## src/rtl/alu_seq_pkg.sv

```systemverilog
// Shared constants for the ALU multi-cycle sequencer: function codes and FSM state encoding.
package alu_seq_pkg;

    localparam logic [5:0] FN_DIV       = 6'b011010;
    localparam logic [5:0] FN_DIVU      = 6'b011011;
    localparam logic [5:0] FN_MULT      = 6'b011000;
    localparam logic [5:0] FN_MULTU     = 6'b011001;
    localparam logic [5:0] FN_HILO_OPEN = 6'b111111;
    localparam logic [5:0] FN_NOP       = 6'b000000;

    localparam logic [1:0] ST_IDLE   = 2'd0;
    localparam logic [1:0] ST_RUN    = 2'd1;
    localparam logic [1:0] ST_COMMIT = 2'd2;

    typedef enum logic [1:0] {
        S_IDLE   = ST_IDLE,
        S_RUN    = ST_RUN,
        S_COMMIT = ST_COMMIT
    } state_e;

endpackage

```

## src/rtl/alu_seq_counter.sv

```systemverilog
// Loadable up-counter with a terminal compare against a target latency.
// Clears itself whenever it is neither loaded nor incremented.
module alu_seq_counter #(
    parameter int CNT_W = 6
) (
    input  logic             clk,
    input  logic             rst,
    input  logic             load_i,
    input  logic             inc_i,
    input  logic [CNT_W-1:0] target_i,
    output logic             hit_o
);

    logic [CNT_W-1:0] cnt_q, cnt_d;

    // Next count: load starts at 1, increment while running, otherwise idle at 0.
    always_comb begin
        cnt_d = '0;
        if (load_i) begin
            cnt_d = CNT_W'(1);
        end else if (inc_i) begin
            cnt_d = cnt_q + CNT_W'(1);
        end
    end

    // Count register.
    always_ff @(posedge clk or posedge rst) begin
        if (rst) begin
            cnt_q <= '0;
        end else begin
            cnt_q <= cnt_d;
        end
    end

    assign hit_o = (cnt_q == target_i);

endmodule

```

## src/rtl/alu_multicycle_seq.sv

```systemverilog
// ALU control stage: one-cycle function-code register plus a sequencer for
// multi-cycle HI/LO operations. Stalls the pipeline while an op runs, then
// presents the HI/LO-open code with hilo_we for exactly one cycle.
// Define ALU_SEQ_MULT_EN to sequence MULT/MULTU with MULT_CYCLES; otherwise
// they pass through as single-cycle codes.
//
// state  | meaning
// IDLE   | pass inSignal through each cycle, watch for a multi-cycle op
// RUN    | op latched, counting execute cycles, stall asserted
// COMMIT | HI/LO open code + hilo_we for one cycle, flush ignored
module alu_multicycle_seq
    import alu_seq_pkg::*;
#(
    parameter int FUNC_W      = 6,
    parameter int DIV_CYCLES  = 32,
    parameter int MULT_CYCLES = 32,
    parameter int CNT_W       = $clog2(((DIV_CYCLES > MULT_CYCLES) ? DIV_CYCLES : MULT_CYCLES) + 1)
) (
    input  logic              clk,
    input  logic              rst,
    input  logic [FUNC_W-1:0] inSignal,
    input  logic              start,
    input  logic              flush,
    output logic [FUNC_W-1:0] outSignal,
    output logic              stall,
    output logic              hilo_we,
    output logic              busy
);

    state_e            state_q, state_d;
    logic [FUNC_W-1:0] out_q, out_d;
    logic [CNT_W-1:0]  lat_tgt;
    logic              is_div, is_multi, accept;
    logic              cnt_inc, cnt_hit;

    assign is_div = (inSignal == FUNC_W'(FN_DIV)) || (inSignal == FUNC_W'(FN_DIVU));

`ifdef ALU_SEQ_MULT_EN
    logic             is_mult;
    logic [CNT_W-1:0] lat_q;

    assign is_mult  = (inSignal == FUNC_W'(FN_MULT)) || (inSignal == FUNC_W'(FN_MULTU));
    assign is_multi = is_div || is_mult;

    // Target latency is captured at accept since inSignal may change afterwards.
    always_ff @(posedge clk or posedge rst) begin
        if (rst) begin
            lat_q <= '0;
        end else if (accept) begin
            lat_q <= is_mult ? CNT_W'(MULT_CYCLES) : CNT_W'(DIV_CYCLES);
        end
    end

    assign lat_tgt = lat_q;
`else
    assign is_multi = is_div;
    assign lat_tgt  = CNT_W'(DIV_CYCLES);
`endif

    // Simultaneous start and flush drops the start; the code just passes through.
    assign accept = (state_q == S_IDLE) && start && !flush && is_multi;

    alu_seq_counter #(
        .CNT_W (CNT_W)
    ) u_counter (
        .clk      (clk),
        .rst      (rst),
        .load_i   (accept),
        .inc_i    (cnt_inc),
        .target_i (lat_tgt),
        .hit_o    (cnt_hit)
    );

    // Next state and next function code.
    always_comb begin
        state_d = state_q;
        out_d   = out_q;
        cnt_inc = 1'b0;
        case (state_q)
            S_IDLE: begin
                out_d = inSignal;
                if (accept) begin
                    state_d = S_RUN;
                end
            end
            S_RUN: begin
                if (flush) begin
                    state_d = S_IDLE;
                    out_d   = FUNC_W'(FN_NOP);
                end else if (cnt_hit) begin
                    state_d = S_COMMIT;
                    out_d   = FUNC_W'(FN_HILO_OPEN);
                end else begin
                    cnt_inc = 1'b1;
                end
            end
            S_COMMIT: begin
                state_d = S_IDLE;
                out_d   = FUNC_W'(FN_NOP);
            end
            default: begin
                state_d = S_IDLE;
                out_d   = FUNC_W'(FN_NOP);
            end
        endcase
    end

    // State and output-code registers.
    always_ff @(posedge clk or posedge rst) begin
        if (rst) begin
            state_q <= S_IDLE;
            out_q   <= '0;
        end else begin
            state_q <= state_d;
            out_q   <= out_d;
        end
    end

    assign outSignal = out_q;
    assign stall     = (state_q != S_IDLE);
    assign busy      = (state_q != S_IDLE);
    assign hilo_we   = (state_q == S_COMMIT);

endmodule

```

## config.mk

```make
export PLATFORM = sky130hd
export DESIGN_NAME = alu_multicycle_seq
export DESIGN_NICKNAME = d
export VERILOG_FILES = /design/src/rtl/alu_seq_pkg.sv /design/src/rtl/alu_seq_counter.sv /design/src/rtl/alu_multicycle_seq.sv
export SDC_FILE = /design/constraint.sdc
export NUM_CORES = 1
export LEC_CHECK = 0
export CORE_UTILIZATION = 43
export CTS_CLUSTER_SIZE = 25
export DETAILED_ROUTE_END_ITERATION = 12
export PLACE_DENSITY = 0.73
export SLEW_MARGIN = 20
export SYNTH_ARGS = -nofsm -noshare
export SYNTH_HDL_FRONTEND = slang
export SYNTH_HIERARCHICAL = 1
export SYNTH_SLANG_ARGS = --single-unit
```

## constraint.sdc

```tcl
create_clock -name clk -period 1.3 [get_ports clk]
set_input_delay 0.26 -clock clk [delete_from_list [all_inputs] [get_ports clk]]
set_output_delay 0.26 -clock clk [all_outputs]
set_load 0.02 [all_outputs]
```

=== Yosys cells after proc, flatten, opt, wreduce, memory -nomap -nowiden ===
Cells that the tools add are included.

* Bits in registers: 14
* Input port bits: 10
* Logic and storage cells: 31

* $add $sub $neg: 1
* Equal/unequal tests: 7
* Multiplexer cells: 12
* Reduce and logical (&&, ||, !) cells: 8

{| class="wikitable"
|+ Operators by type and width
! operator !! count
|-
| 6-bit two-way mux || 4
|-
| 6-bit by 5-bit == test with 1-bit output, second input constant || 2
|-
| 6-bit case mux with 2 select lines || 1
|-
| 6-bit by 1-bit adder with 6-bit output, second input constant || 1
|-
| 6-bit == test, second input constant || 1
|-
| 2-bit two-way mux || 3
|-
| 2-bit case mux with 2 select lines || 1
|-
| 1-bit logical AND || 3
|-
| 1-bit two-way mux || 3
|-
| 3-bit != test, second input constant || 1
|-
| 2-bit by 1-bit == test with 1-bit output, second input constant || 1
|-
| 2-bit == test, second input constant || 1
|-
| 2-bit logical NOT || 1
|-
| 2-bit != test, second input constant || 1
|-
| 2-bit AND reduction || 1
|-
| 2-bit nonzero test || 1
|-
| 1-bit logical NOT || 1
|-
| 1-bit logical OR || 1
|}

=== Longest topological paths before layout ===
* Word-level depth: 6
* Mapped depth: 7
* Gate-level depth less buffers: 6

=== Hierarchy ===
The synthesis kept the hierarchy.

{| class="wikitable"
|+ By module, submodules not included
! module !! times used !! cells an instance !! area an instance (um2)
|-
| alu_multicycle_seq || 1 || 45 || 493.0
|-
| alu_seq_counter || 1 || 33 || 325.3
|}

=== Worst setup path after synthesis ===
No wires, ideal clock.

* Kind: flip-flop to flip-flop
* Start: register u_counter.cnt_q[2]
* End: register u_counter.cnt_q[1]
* Setup time: 0.120 ns
* Arrival time: 1.257 ns
* Path slack: -0.077 ns
* Stages on the path, launching flop included: 7
* Path buffers: 1
* Clock period less this slack: 1.377 ns
* Path through: dfrtp_1 > xnor2_1 > nand4_1 > nor3_1 > buf_2 > nor2_1 > and3_1

* Cells in the longest elaborated chain, start to end: 6

{| class="wikitable"
|+ RTL lines
! item !! line !! RTL
|-
| from (decl) || alu_seq_counter.sv:14 || <nowiki>logic [CNT_W-1:0] cnt_q, cnt_d;</nowiki>
|-
| from (signal assigned) || alu_seq_counter.sv:31 || <nowiki>cnt_q <= cnt_d;</nowiki>
|-
| 6-bit == test || alu_seq_counter.sv:35 || <nowiki>assign hit_o = (cnt_q == target_i);</nowiki>
|-
| named net cnt_hit || alu_multicycle_seq.sv:34 || <nowiki>logic cnt_inc, cnt_hit;</nowiki>
|-
| 1-bit two-way mux || alu_multicycle_seq.sv:90 || <nowiki>end else if (cnt_hit) begin</nowiki>
|-
| 1-bit two-way mux || alu_multicycle_seq.sv:87 || <nowiki>if (flush) begin</nowiki>
|-
| 1-bit two-way mux || alu_multicycle_seq.sv:79 || <nowiki>case (state_q)</nowiki>
|-
| named net cnt_inc || alu_multicycle_seq.sv:34 ||
|-
| 6-bit two-way mux || alu_seq_counter.sv:21 || <nowiki>end else if (inc_i) begin</nowiki>
|-
| 6-bit two-way mux || alu_seq_counter.sv:19 || <nowiki>if (load_i) begin</nowiki>
|-
| named net u_counter.cnt_d[1] || alu_seq_counter.sv:14 ||
|}

The timed path passes the listed nets, and every way through them passes these cells.
A chain may end at the register's enable or synchronous reset.

=== Worst setup path in the final report ===
* Start: register state_q[0]
* End: output stall

* Cells in the longest elaborated chain, start to end: 1

{| class="wikitable"
|+ RTL lines
! item !! line !! RTL
|-
| from (decl) || alu_multicycle_seq.sv:30 || <nowiki>state_e state_q, state_d;</nowiki>
|-
| from (signal assigned) || alu_multicycle_seq.sv:114 || <nowiki>state_q <= state_d;</nowiki>
|-
| 2-bit nonzero test || alu_multicycle_seq.sv:120 || <nowiki>assign stall = (state_q != S_IDLE);</nowiki>
|-
| to (decl) || alu_multicycle_seq.sv:25 || <nowiki>output logic stall,</nowiki>
|}

No other way between the ends.

==> metrics <==
largest net degree at the start of global routing=12; number of buffers added on ports=18; die outline width=45.6 um; fraction of final layout cells with drive strength greater than 1=41.9%; arrival time at the worst endpoint=1.10 ns; first-pass GRT wire length=2790 um; Peak Freq=736 MHz; Routed WL per cell=12.2 um; CTS Buffer Depth=2; post-synthesis instance total=78; diode insertion count for antenna repair=0; post-synthesis area per instance=10.5 sq um; final layout net count=130; start point of the critical path=state_q[0]$_DFFE_PP0P_; maximum capacitance violations=0; total via count in the routed design=678; endpoint of the most critical register-to-register path=u_counter/cnt_q[1]$_DFF_PP0_; final worst path period share=105%; final hold vios=0; dominant cell type by area after synthesis=sky130_fd_sc_hd__dfrtp_1; critical path's slowest cell=sky130_fd_sc_hd__dfrtp_1; CP top delay family=flip-flops; detailed-route vias per instance=4.77; TritonCTS clock tree=done; row count=15; drt first-iter violations=8; Stages on worst setup path=2; area overhead of the layout relative to synthesis=45.6%; # DRC=0; length in cells of the worst reg-to-reg path=6; total overflow reported by the global router=0; worst clock skew=0.00167 ns; startpoint of the worst register-to-register path=u_counter/cnt_q[4]$_DFF_PP0_; Psw=0.217 mW; share of power burned in combinational logic=15.8%; delay of the slowest cell on the worst path=0.42 ns; critical path endpoint=stall; switching share of power=25.9%; setup slack of the worst register-to-register path=-0.05 ns; required time worst endpoint=1.04 ns; violations in the final reports=negative setup slack; Yosys warning count=6; full die area=2080 sq um; Die Y=45.6 um; class of the most critical hold timing path=in2async; smallest setup slack after layout=-0.0592 ns; initial core utilization=46.4%; register bit count reported by yosys=14; antenna violations before repair=0; post-detailed-routing wire length=1730 um; maximum net fanout on the critical path=4; hpwl dp=1300 um; leakage power of the design=0.550 nW; CP bufs+invs=1; io pins=19; clock period minus worst slack=1.36 ns; Clock Sinks=14; Overall Global Routing Usage=20.0%; length of the first detailed-routing pass in iterations=4; number of hold-repair buffers added at the cts stage=0; relative contribution of sequential cells to total power=54.3%; root buf cell=sky130_fd_sc_hd__clkbuf_4; fill cell total of the finished layout=159; outcome=complete, but fails checks; launching element type of the critical path=register; number of CTS-inserted buffers=3; top cell type's share of synthesized area=42.8%; Routability Congestion=0.822; Netlist Area Pre-Place=818 sq um; share of the yosys chip area belonging to registers=42.8%; pwr/cell area=703 nW/um^2; critical path type=reg2out; clock input transition at the sequential cells of the worst setup and hold paths=0.08 ns; number of levels the H-tree was split into=1; final count of pins violating max slew=0; number of setup violations in the final report=14; sequence of cells on the critical path=or2_4, buf_6; kind of end point of the critical path=output port; cell types occupying the most area after synthesis=sky130_fd_sc_hd__dfrtp_1, sky130_fd_sc_hd__o211ai_2, sky130_fd_sc_hd__a21oi_2; antenna-violating nets left=0; core area=1760 sq um; clock share of power=29.9%; via count of the first global-routing pass=649; number of standard cells in the final layout excluding fillers=142; RSZ-0062 raised after global routing=true; worst voltage drop across the vdd grid=0.561 mV; setup TNS=-0.378 ns; placed cell count=135; unique cell type count in the Yosys netlist=29; internal cell power=0.620 mW; clock latency on the worst-skew pair=0.28 ns
-- per-layer routing --
| metal | track usage (%) | part of all wire, % | vias up |
|---|---|---|---|
| met4 | 12.7 | 1.7 | 0 |
| met5 | 0 | 0 | - |
| li1 | - | - | 336 |
| met1 | 25.3 | 45 | 329 |
| met3 | 2.38 | 2.0 | 4 |
| met2 | 32.0 | 51 | 9 |
-- stage by stage --
stage	total power [mW]	hold slack [ns]	instance area (sq um)	setup slack, ns	util, %
2_1_floorplan	0.527	0.0510	838	-0.00642	-
3_3_place_gp	0.598	0.535	1120	-0.149	63.3
3_5_place_dp	0.600	0.538	1120	-0.152	63.3
4_1_cts	0.846	0.225	1170	-0.110	66.4
5_1_grt	0.871	0.262	1190	-0.166	67.5
6_report	0.837	0.228	1190	-0.0592	67.5
-- cells by family (layout without fill, tap and decap cells) --
kind of cell	after synthesis	after routing	synth area share (%)
AND/OR/NAND/NOR	27	27	19.6
flip-flops	14	14	42.8
buffers and inverters	9	44	6.57
XOR/XNOR	9	9	9.63
other	2	6	0.918
AO/OA/AOI/OAI	16	16	19.0
adder cells (fa/ha/maj)	1	1	1.53
-- how the worst min path moves through the flow --
stage | end | slack (ns) | cells after the start
after CTS | u_counter/cnt_q[4]$_DFF_PP0_ | 0.22 | 2
after floorplan | u_counter/cnt_q[0]$_DFF_PP0_ | 0.05 | 1
after global placement | u_counter/cnt_q[4]$_DFF_PP0_ | 0.54 | 2
after detailed placement | u_counter/cnt_q[2]$_DFF_PP0_ | 0.54 | 2
final | u_counter/cnt_q[4]$_DFF_PP0_ | 0.23 | 2
after global routing | u_counter/cnt_q[2]$_DFF_PP0_ | 0.26 | 2
-- power groups by stage --
stage	Clock, mW	Sequential [mW]	Combinational [mW]
finish	0.251	0.454	0.132
global route	0.270	0.456	0.145
CTS	0.258	0.454	0.133
detailed placement	0	0.464	0.137
global placement	0	0.463	0.134
floorplan	0	0.477	0.0506
-- placed cells by master (no fill, tap or decap), drive strengths merged --
| cell | count |
|---|---|
| buf | 21 |
| dfrtp | 14 |
| clkdlybuf4s50 | 9 |
| a21oi | 7 |
| nor2 | 7 |
| nand2b | 6 |
| o211ai | 6 |
| dlygate4sd2 | 6 |
| conb | 6 |
| xnor2 | 5 |
| inv | 5 |
| xor2 | 4 |
| clkbuf | 3 |
| nand2 | 3 |
| and3 | 2 |
| nand4 | 2 |
| nand3 | 2 |
| o21ai | 2 |
| nand3b | 1 |
| o22ai | 1 |
| or2 | 1 |
| nor2b | 1 |
| nor3 | 1 |
| or3 | 1 |
| ha | 1 |
-- flip-flops by register name (all words and copies together) (netlist names) --
signal           flops
outSignal            6
u_counter/cnt_q      6
state_q              2
-- repair_timing --
action                                  in CTS  in global routing
gates resized for setup                     29                  4
endpoints found under the setup margin      21                 16
setup buffers                                3                  1
pin swaps                                   22                 13
-- synth_stat cells --
master and instances:
sky130_fd_sc_hd__nor2b_1 1, sky130_fd_sc_hd__buf_6 2, sky130_fd_sc_hd__or2_1 1, sky130_fd_sc_hd__nand3b_1 1
sky130_fd_sc_hd__nand3_2 1, sky130_fd_sc_hd__buf_2 1, sky130_fd_sc_hd__conb_1 2, sky130_fd_sc_hd__nor2_4 1
sky130_fd_sc_hd__o211ai_2 6, sky130_fd_sc_hd__nand2_1 3, sky130_fd_sc_hd__ha_1 1, sky130_fd_sc_hd__nand4_1 1
sky130_fd_sc_hd__a21oi_1 1, sky130_fd_sc_hd__xor2_1 4, sky130_fd_sc_hd__nor2_1 6, sky130_fd_sc_hd__inv_1 4
sky130_fd_sc_hd__nand3_1 1, sky130_fd_sc_hd__o21ai_0 2, sky130_fd_sc_hd__xnor2_1 5, sky130_fd_sc_hd__dfrtp_1 14
sky130_fd_sc_hd__o22ai_2 1, sky130_fd_sc_hd__nand2b_1 6, sky130_fd_sc_hd__a21oi_2 6, sky130_fd_sc_hd__buf_4 1
sky130_fd_sc_hd__inv_2 1, sky130_fd_sc_hd__nand4_2 1, sky130_fd_sc_hd__or3_1 1, sky130_fd_sc_hd__nor3_1 1
sky130_fd_sc_hd__and3_1 2
-- cell type report --
class                           count  area [sq um]  share of cell area [%]
Sequential cell                    14           350                    29.4
Multi-Input combinational cell     59           459                    38.6
Clock buffer                        3          22.5                    1.89
Tap cell                           25          31.3                    2.63
Timing Repair Buffer               36           309                    25.9
Inverter                            5          18.8                    1.58
(Power assumes the default switching activity.)
